`config.mk`:
```
export PLATFORM = sky130hd
export DESIGN_NAME = riscv_multi
export DESIGN_NICKNAME = d
export VERILOG_FILES = /design/src/rtl/riscv_multi.sv
export SDC_FILE = /design/constraint.sdc
export NUM_CORES = 2
export LEC_CHECK = 0
export ABC_AREA = 1
export BUFFER_PORTS_ARGS = -buffer_cell sky130_fd_sc_hd__buf_2
export CELL_PAD_IN_SITES_DETAIL_PLACEMENT = 1
export CELL_PAD_IN_SITES_GLOBAL_PLACEMENT = 2
export CORE_MARGIN = 2
export CORE_UTILIZATION = 31
export CTS_CLUSTER_DIAMETER = 80
export DETAILED_ROUTE_END_ITERATION = 7
export GPL_TIMING_DRIVEN = 0
export PLACE_DENSITY_LB_ADDON = 0.1
export REMOVE_ABC_BUFFERS = 1
export SLEW_MARGIN = 20
export SYNTH_ARGS = -nofsm -noshare
export SYNTH_HDL_FRONTEND = slang
export SYNTH_SLANG_ARGS = --single-unit
```
`constraint.sdc`:
```
create_clock -name clk -period 7.85 [get_ports clk]
set_input_delay 0.3925 -clock clk [delete_from_list [all_inputs] [get_ports clk]]
set_output_delay 0.3925 -clock clk [all_outputs]
set_load 0.05 [all_outputs]
```
`src/rtl/riscv_multi.sv`:
```
// riscv_multi: multicycle RV32I-subset core on a single unified memory bus with a MemReady handshake.
// Optional feature: define RV_SHIFT_EN to decode sll/srl/sra/slli/srli/srai; otherwise those encodings halt.
module riscv_multi #(
  parameter logic [31:0] RESET_ADDR = 32'h0000_0000,
  parameter int unsigned DATA_W     = 32
) (
  input  logic        clk,
  input  logic        reset,
  output logic [31:0] Adr,
  output logic [31:0] WriteData,
  output logic        MemWrite,
  output logic        MemRead,
  input  logic [31:0] ReadData,
  input  logic        MemReady,
  output logic        Halted
);

  generate
    if (DATA_W != 32) begin : g_bad_width
      $error("riscv_multi: DATA_W must be 32");
    end
  endgenerate

  localparam logic [6:0] OP_LOAD  = 7'b0000011;
  localparam logic [6:0] OP_STORE = 7'b0100011;
  localparam logic [6:0] OP_R     = 7'b0110011;
  localparam logic [6:0] OP_I     = 7'b0010011;
  localparam logic [6:0] OP_BR    = 7'b1100011;
  localparam logic [6:0] OP_JAL   = 7'b1101111;
  localparam logic [6:0] OP_LUI   = 7'b0110111;

  typedef enum logic [3:0] {
    FETCH, DECODE, MEMADR, MEMREAD, MEMWB, MEMWRITE,
    EXECR, EXECI, ALUWB, BRANCH, JAL, LUI, HALT
  } state_t;

  state_t             state;
  state_t             dec_next;
  logic [31:0]        pc;
  logic [31:0]        old_pc;
  logic [31:0]        instr;
  logic [DATA_W-1:0]  alu_out;
  logic [DATA_W-1:0]  mdr;
  logic [DATA_W-1:0]  rf [32];

  logic [6:0]         opcode;
  logic [4:0]         rd;
  logic [4:0]         rs1;
  logic [4:0]         rs2;
  logic [2:0]         funct3;
  logic [31:0]        imm_i;
  logic [31:0]        imm_s;
  logic [31:0]        imm_b;
  logic [31:0]        imm_j;
  logic [31:0]        imm_u;
  logic [DATA_W-1:0]  rs1_val;
  logic [DATA_W-1:0]  rs2_val;
  logic [DATA_W-1:0]  alu_b;
  logic [DATA_W-1:0]  alu_res;
  logic               is_sub;
  logic [31:0]        br_target;
  logic               br_taken;

  assign opcode = instr[6:0];
  assign rd     = instr[11:7];
  assign funct3 = instr[14:12];
  assign rs1    = instr[19:15];
  assign rs2    = instr[24:20];
  assign imm_i  = {{20{instr[31]}}, instr[31:20]};
  assign imm_s  = {{20{instr[31]}}, instr[31:25], instr[11:7]};
  assign imm_b  = {{19{instr[31]}}, instr[31], instr[7], instr[30:25], instr[11:8], 1'b0};
  assign imm_j  = {{11{instr[31]}}, instr[31], instr[19:12], instr[20], instr[30:21], 1'b0};
  assign imm_u  = {instr[31:12], 12'b0};

  assign rs1_val   = (rs1 == 5'd0) ? '0 : rf[rs1];
  assign rs2_val   = (rs2 == 5'd0) ? '0 : rf[rs2];
  assign br_target = old_pc + imm_b;
  assign br_taken  = (funct3 == 3'b000) ? (rs1_val == rs2_val) : (rs1_val != rs2_val);

  function automatic logic alu_f3_ok(input logic [2:0] f3);
    case (f3)
      3'b000, 3'b010, 3'b100, 3'b110, 3'b111: alu_f3_ok = 1'b1;
`ifdef RV_SHIFT_EN
      3'b001, 3'b101:                         alu_f3_ok = 1'b1;
`endif
      default:                                alu_f3_ok = 1'b0;
    endcase
  endfunction

  always_comb begin
    dec_next = HALT;
    case (opcode)
      OP_LOAD, OP_STORE: if (funct3 == 3'b010) dec_next = MEMADR;
      OP_R:              if (alu_f3_ok(funct3)) dec_next = EXECR;
      OP_I:              if (alu_f3_ok(funct3)) dec_next = EXECI;
      OP_BR:             if (funct3 == 3'b000 || funct3 == 3'b001) dec_next = BRANCH;
      OP_JAL:            dec_next = JAL;
      OP_LUI:            dec_next = LUI;
      default:           dec_next = HALT;
    endcase
  end

  // instr[30] selects sub only for R-type; in I-type it is an immediate bit
  assign alu_b  = (state == EXECR) ? rs2_val : imm_i;
  assign is_sub = (state == EXECR) && instr[30];

  always_comb begin
    alu_res = '0;
    case (funct3)
      3'b000:  alu_res = is_sub ? rs1_val - alu_b : rs1_val + alu_b;
      3'b010:  alu_res = {{(DATA_W-1){1'b0}}, ($signed(rs1_val) < $signed(alu_b))};
      3'b100:  alu_res = rs1_val ^ alu_b;
      3'b110:  alu_res = rs1_val | alu_b;
      3'b111:  alu_res = rs1_val & alu_b;
`ifdef RV_SHIFT_EN
      3'b001:  alu_res = rs1_val << alu_b[4:0];
      3'b101:  alu_res = instr[30] ? DATA_W'($signed(rs1_val) >>> alu_b[4:0])
                                   : rs1_val >> alu_b[4:0];
`endif
      default: alu_res = '0;
    endcase
  end

  always_ff @(posedge clk or posedge reset) begin
    if (reset) begin
      state     <= FETCH;
      pc        <= RESET_ADDR;
      old_pc    <= RESET_ADDR;
      instr     <= '0;
      alu_out   <= '0;
      mdr       <= '0;
      Adr       <= RESET_ADDR;
      WriteData <= '0;
      MemRead   <= 1'b1;
      MemWrite  <= 1'b0;
      Halted    <= 1'b0;
    end else begin
      case (state)
        FETCH: if (MemReady) begin
          instr   <= ReadData;
          old_pc  <= pc;
          pc      <= pc + 32'd4;
          MemRead <= 1'b0;
          state   <= DECODE;
        end
        DECODE: begin
          state <= dec_next;
          if (dec_next == HALT) Halted <= 1'b1;
        end
        MEMADR: begin
          if (opcode == OP_STORE) begin
            Adr       <= rs1_val + imm_s;
            WriteData <= rs2_val;
            MemWrite  <= 1'b1;
            state     <= MEMWRITE;
          end else begin
            Adr     <= rs1_val + imm_i;
            MemRead <= 1'b1;
            state   <= MEMREAD;
          end
        end
        MEMREAD: if (MemReady) begin
          mdr     <= ReadData;
          MemRead <= 1'b0;
          state   <= MEMWB;
        end
        MEMWRITE: if (MemReady) begin
          MemWrite <= 1'b0;
          MemRead  <= 1'b1;
          Adr      <= pc;
          state    <= FETCH;
        end
        EXECR, EXECI: begin
          alu_out <= alu_res;
          state   <= ALUWB;
        end
        JAL: begin
          alu_out <= old_pc + 32'd4;
          pc      <= old_pc + imm_j;
          state   <= ALUWB;
        end
        LUI: begin
          alu_out <= imm_u;
          state   <= ALUWB;
        end
        MEMWB, ALUWB: begin
          Adr     <= pc;
          MemRead <= 1'b1;
          state   <= FETCH;
        end
        // Adr is loaded with the resolved target so the next fetch needs no extra cycle
        BRANCH: begin
          if (br_taken) begin
            pc  <= br_target;
            Adr <= br_target;
          end else begin
            Adr <= pc;
          end
          MemRead <= 1'b1;
          state   <= FETCH;
        end
        HALT: Halted <= 1'b1;
        default: begin
          Halted <= 1'b1;
          state  <= HALT;
        end
      endcase
    end
  end

  always_ff @(posedge clk) begin
    if (rd != 5'd0) begin
      if (state == MEMWB)      rf[rd] <= mdr;
      else if (state == ALUWB) rf[rd] <= alu_out;
    end
  end

endmodule

```
==> key figures <==
Synth
  – EDFF count, synth: about 1000
  – Synth cell types: 64
  – Ys Warns: 0
  – Syn Std Cell Area: just over 70000 um^2
  – Mux contribution to synthesized area: 0.00888
  – Post-synth ARST share: 0.184
  – Complex-gate fraction of the synthesized area: 0.188
  – Synth Area in Simple Gates: 0.193
  – Avg Synthesized Cell Area: 8.69 um^2
  – Largest family of logic cells by synthesized area: simple AND/OR/NAND/NOR gates
  – Largest area contributor in the netlist: edfxtp_1
  – Ys flop type: edfxtp_1
  – Post-Synth Adder-Cell Area: 0.0313
  – Xor and xnor area share after synthesis: 0.00921
  – Area contributors post-synth: edfxtp_1, o21ai_0, dfrtp_1, nor2_1, nand2_1
  – Cells after Synth: 8312
  – Sequential area share after synthesis: 0.506
  – Seq cells post-synth: 1255
  – Top cell type's share of synthesized area: 0.425

Worst setup path
  – CP startpoint kind: flip-flop
  – Worst Reg-to-Reg Cells: 26
  – Internal reg-to-reg setup slack: approximately 320 ps
  – R2R Path End: alu_out[26]
  – Crit Path Category: flip-flop to flip-flop
  – Critical path endpoint category: flip-flop
  – FF-to-FF Start: instr[20]
  – Worst path arrival time: 8210 ps
  – Crit Path Max Fanout: 93
  – Worst Path Required: 8530 ps

Power
  – Sequential power share: 0.205
  – Worst VDD drop: about 0.27 mV
  – PD cells: around 530 nW/um^2
  – Clk pwr share: 0.163
  – Sw frac: 0.554
  – Cell-internal power: between 20 and 25 mW
  – Comb pwr share: 0.632
  – P_leak: about 32 nW
  – Switching power: about 25 mW

Status
  – Outcome: finished, final reports clean

Placed design
  – Placer Congestion: about 0.9
  – Port bufs: around 100
  – DP Area: 79300 um^2
  – Hpwl dp: around 250000 um

Clock tree
  – Post-CTS Setup Bufs: 0
  – Clk pin slew, worst setup/hold paths: roughly 60 ps
  – CTS Buf Count: around 160
  – CTS H-tree depth: 4
  – Clock Root Buffer: clkbuf_16
  – Clock Latency Late Sink: approximately 830 ps
  – CTS tree: built
  – Clock buffer depth: 3
  – Clock Sinks: around 1300

Detailed routing
  – DR WL/cell: 31.3 um
  – DR iter-0 viols: around 5500
  – Vias per cell: a little under 6
  – Routed WL: around 360000 um
  – Detail Route Antenna Nets: 0
  – DR DRC count: 0
  – Vias after detailed routing: 67200
  – First-pass detailed-route iteration total: 5

Timing
  – Setup Viol. Count Final: 0
  – FMAX: about 0.13 GHz
  – RSZ-0062 raised after global routing: false
  – Max-slew violations: 0
  – Worst-Margin Slew: around 1300 ps
  – Relative slew slack: 0.145
  – Min cycle time layout: between 7000 and 8000 ps
  – Clock skew: ~37 ps
  – Final Hold Viols: 0
  – Period Utilization, post-route: 0.960

Finish
  – Core Util, Final: 0.366
  – Share of layout cells above drive strength 1: 0.0988
  – Post-route cell area: 84900 um^2
  – Area grow syn2layout: 17.5%
  – Multi-input logic area: ~32000 um^2
  – Fill cells: between 20000 and 30000
  – Final nets: between 8000 and 9000
  – Commonest non-fill, non-tap cell in the layout: nor2_1
  – Seq. cell area: approximately 37000 um^2
  – Most frequent cells in the layout: nor2_1, o21ai_0, nand2_1, edfxtp_1, nand3_1

Global route
  – Vias in the first global route: just under 70000
  – Largest net degree at the start of global routing: 123
  – First-pass GRT wire length: just over 500000 um
  – Overall Global Routing Usage: 0.297
  – Antenna violations before repair: 6
  – Grt ovf: 0

Floorplanning
  – Chip width: 487 um
  – Core area: approximately 230000 um^2
  – Die Ht: between 400 and 500 um
  – I/O pin count: slightly above 100
  – Std-Cell Rows: between 150 and 200
  – Initial Utilization: 0.311
  – Die ar.: approximately 240000 um^2

Run
  – Total of max-cap violations: 0

Worst hold path
  – HP Class: primary input to asynchronous set/reset pin
[registers in the layout, summed over array words and instances, names as in the netlist, 32 cells and up]
register and cells:
rf 1024, Adr 32, WriteData 32, alu_out 32
instr 32, mdr 32, old_pc 32, pc 32
[worst max path at each step]
| stage | from | slack, ps | depth (start not counted) | end |
|---|---|---|---|---|
| CTS | instr[20] | 60 | 29 | alu_out[21] |
| global route | instr[20] | 30 | 30 | alu_out[21] |
| finish | instr[20] | 320 | 26 | alu_out[26] |
| detailed placement | instr[20] | -410 | 29 | alu_out[21] |
| floorplan | instr[20] | -13060 | 21 | alu_out[11] |
| global placement | instr[20] | -52590 | 19 | alu_out[26] |
[kinds of logic (layout without fill, tap and decap cells)]
| logic type | after synthesis | after routing |
|---|---|---|
| other | 1 | 36 |
| and+or+nand+nor | 3343 | 3343 |
| adders and majority gates | 178 | 178 |
| buffers and inverters | 1082 | 1221 |
| DFF | 1255 | 1255 |
| xor gates and xnor gates | 76 | 76 |
| AOI/OAI and AO/OA | 2320 | 2320 |
| muxes | 57 | 57 |
[metrics by stage]
stage	setup TNS [ps]	hold WS [ps]	instances	power, mW	worst slack [ps]
2_1_floorplan	-1557620	442	7792	25.2	-13060
4_1_cts	0	51.4	11500	45.0	55.9
3_5_place_dp	-474	385	11200	37.5	-414
6_report	0	107	11500	45.2	315
3_3_place_gp	-9476430	459	10900	34.3	-52590
5_1_grt	0	82.6	11500	47.9	25.6
[timing repair]
item,4_1_cts,5_1_grt
endpoints found under the hold margin,294,0
gates cloned,0,1
setup endpoints to repair,2,4
hold buffers,33,0
resized for setup,5,5
[metal layers]
layer  part of all wire  up-vias  GRT usage
li1                   -    29600          -
met1               0.44    34900      0.399
met2               0.46     2104      0.484
met3              0.048      616     0.0328
met4              0.049        0      0.130
met5                  0        -          0
[worst max-delay path: stages (launching register included)]
cell and delay (ps):
dfrtp_4 700, buf_16 280, inv_8 330, buf_16 320
buf_16 310, buf_16 360, buf_16 340, o21ai_0 170
o221ai_1 260, nand3_1 110, nand3_1 200, and3_1 470
inv_1 150, o21ai_0 260, inv_1 100, ha_1 460
inv_1 210, a21oi_1 210, o21ai_0 280, a211oi_1 370
a21oi_1 110, nor2_1 150, nor2_1 60, nand2_1 120
nand2_1 120, a21oi_1 540, nor2_1 100
[power groups by stage]
stage / combinational, mW / clock, mW / sequential [mW]
after floorplan: 15.5 / 0 / 9.74
after global placement: 23.6 / 0 / 10.8
after detailed placement: 28.1 / 0 / 9.36
after CTS: 28.3 / 7.51 / 9.22
after global routing: 30.8 / 7.75 / 9.30
final: 28.5 / 7.38 / 9.25
[synthesized netlist by cell type (115+ instances only)]
master	instances
clkbuf_1	323
inv_1	515
nor2_1	1359
dfrtp_1	230
nand2_1	1103
edfxtp_1	1024
a21oi_1	390
ha_1	173
o21ai_0	1223
o22ai_1	115
nand3_1	648
buf_2	124
o221ai_1	342
[cell type report]
class | count | share of cell area
sequential | 1255 | 0.431
multi-input combinational | 6006 | 0.374
timing repair buffer | 395 | 0.0654
clock buffer | 212 | 0.0507
tap | 3043 | 0.0448
inverter | 531 | 0.0244
clock inverter | 83 | 0.0101
antenna | 4 | 0.000118
Note: power is estimated with default switching activity, not from simulation.
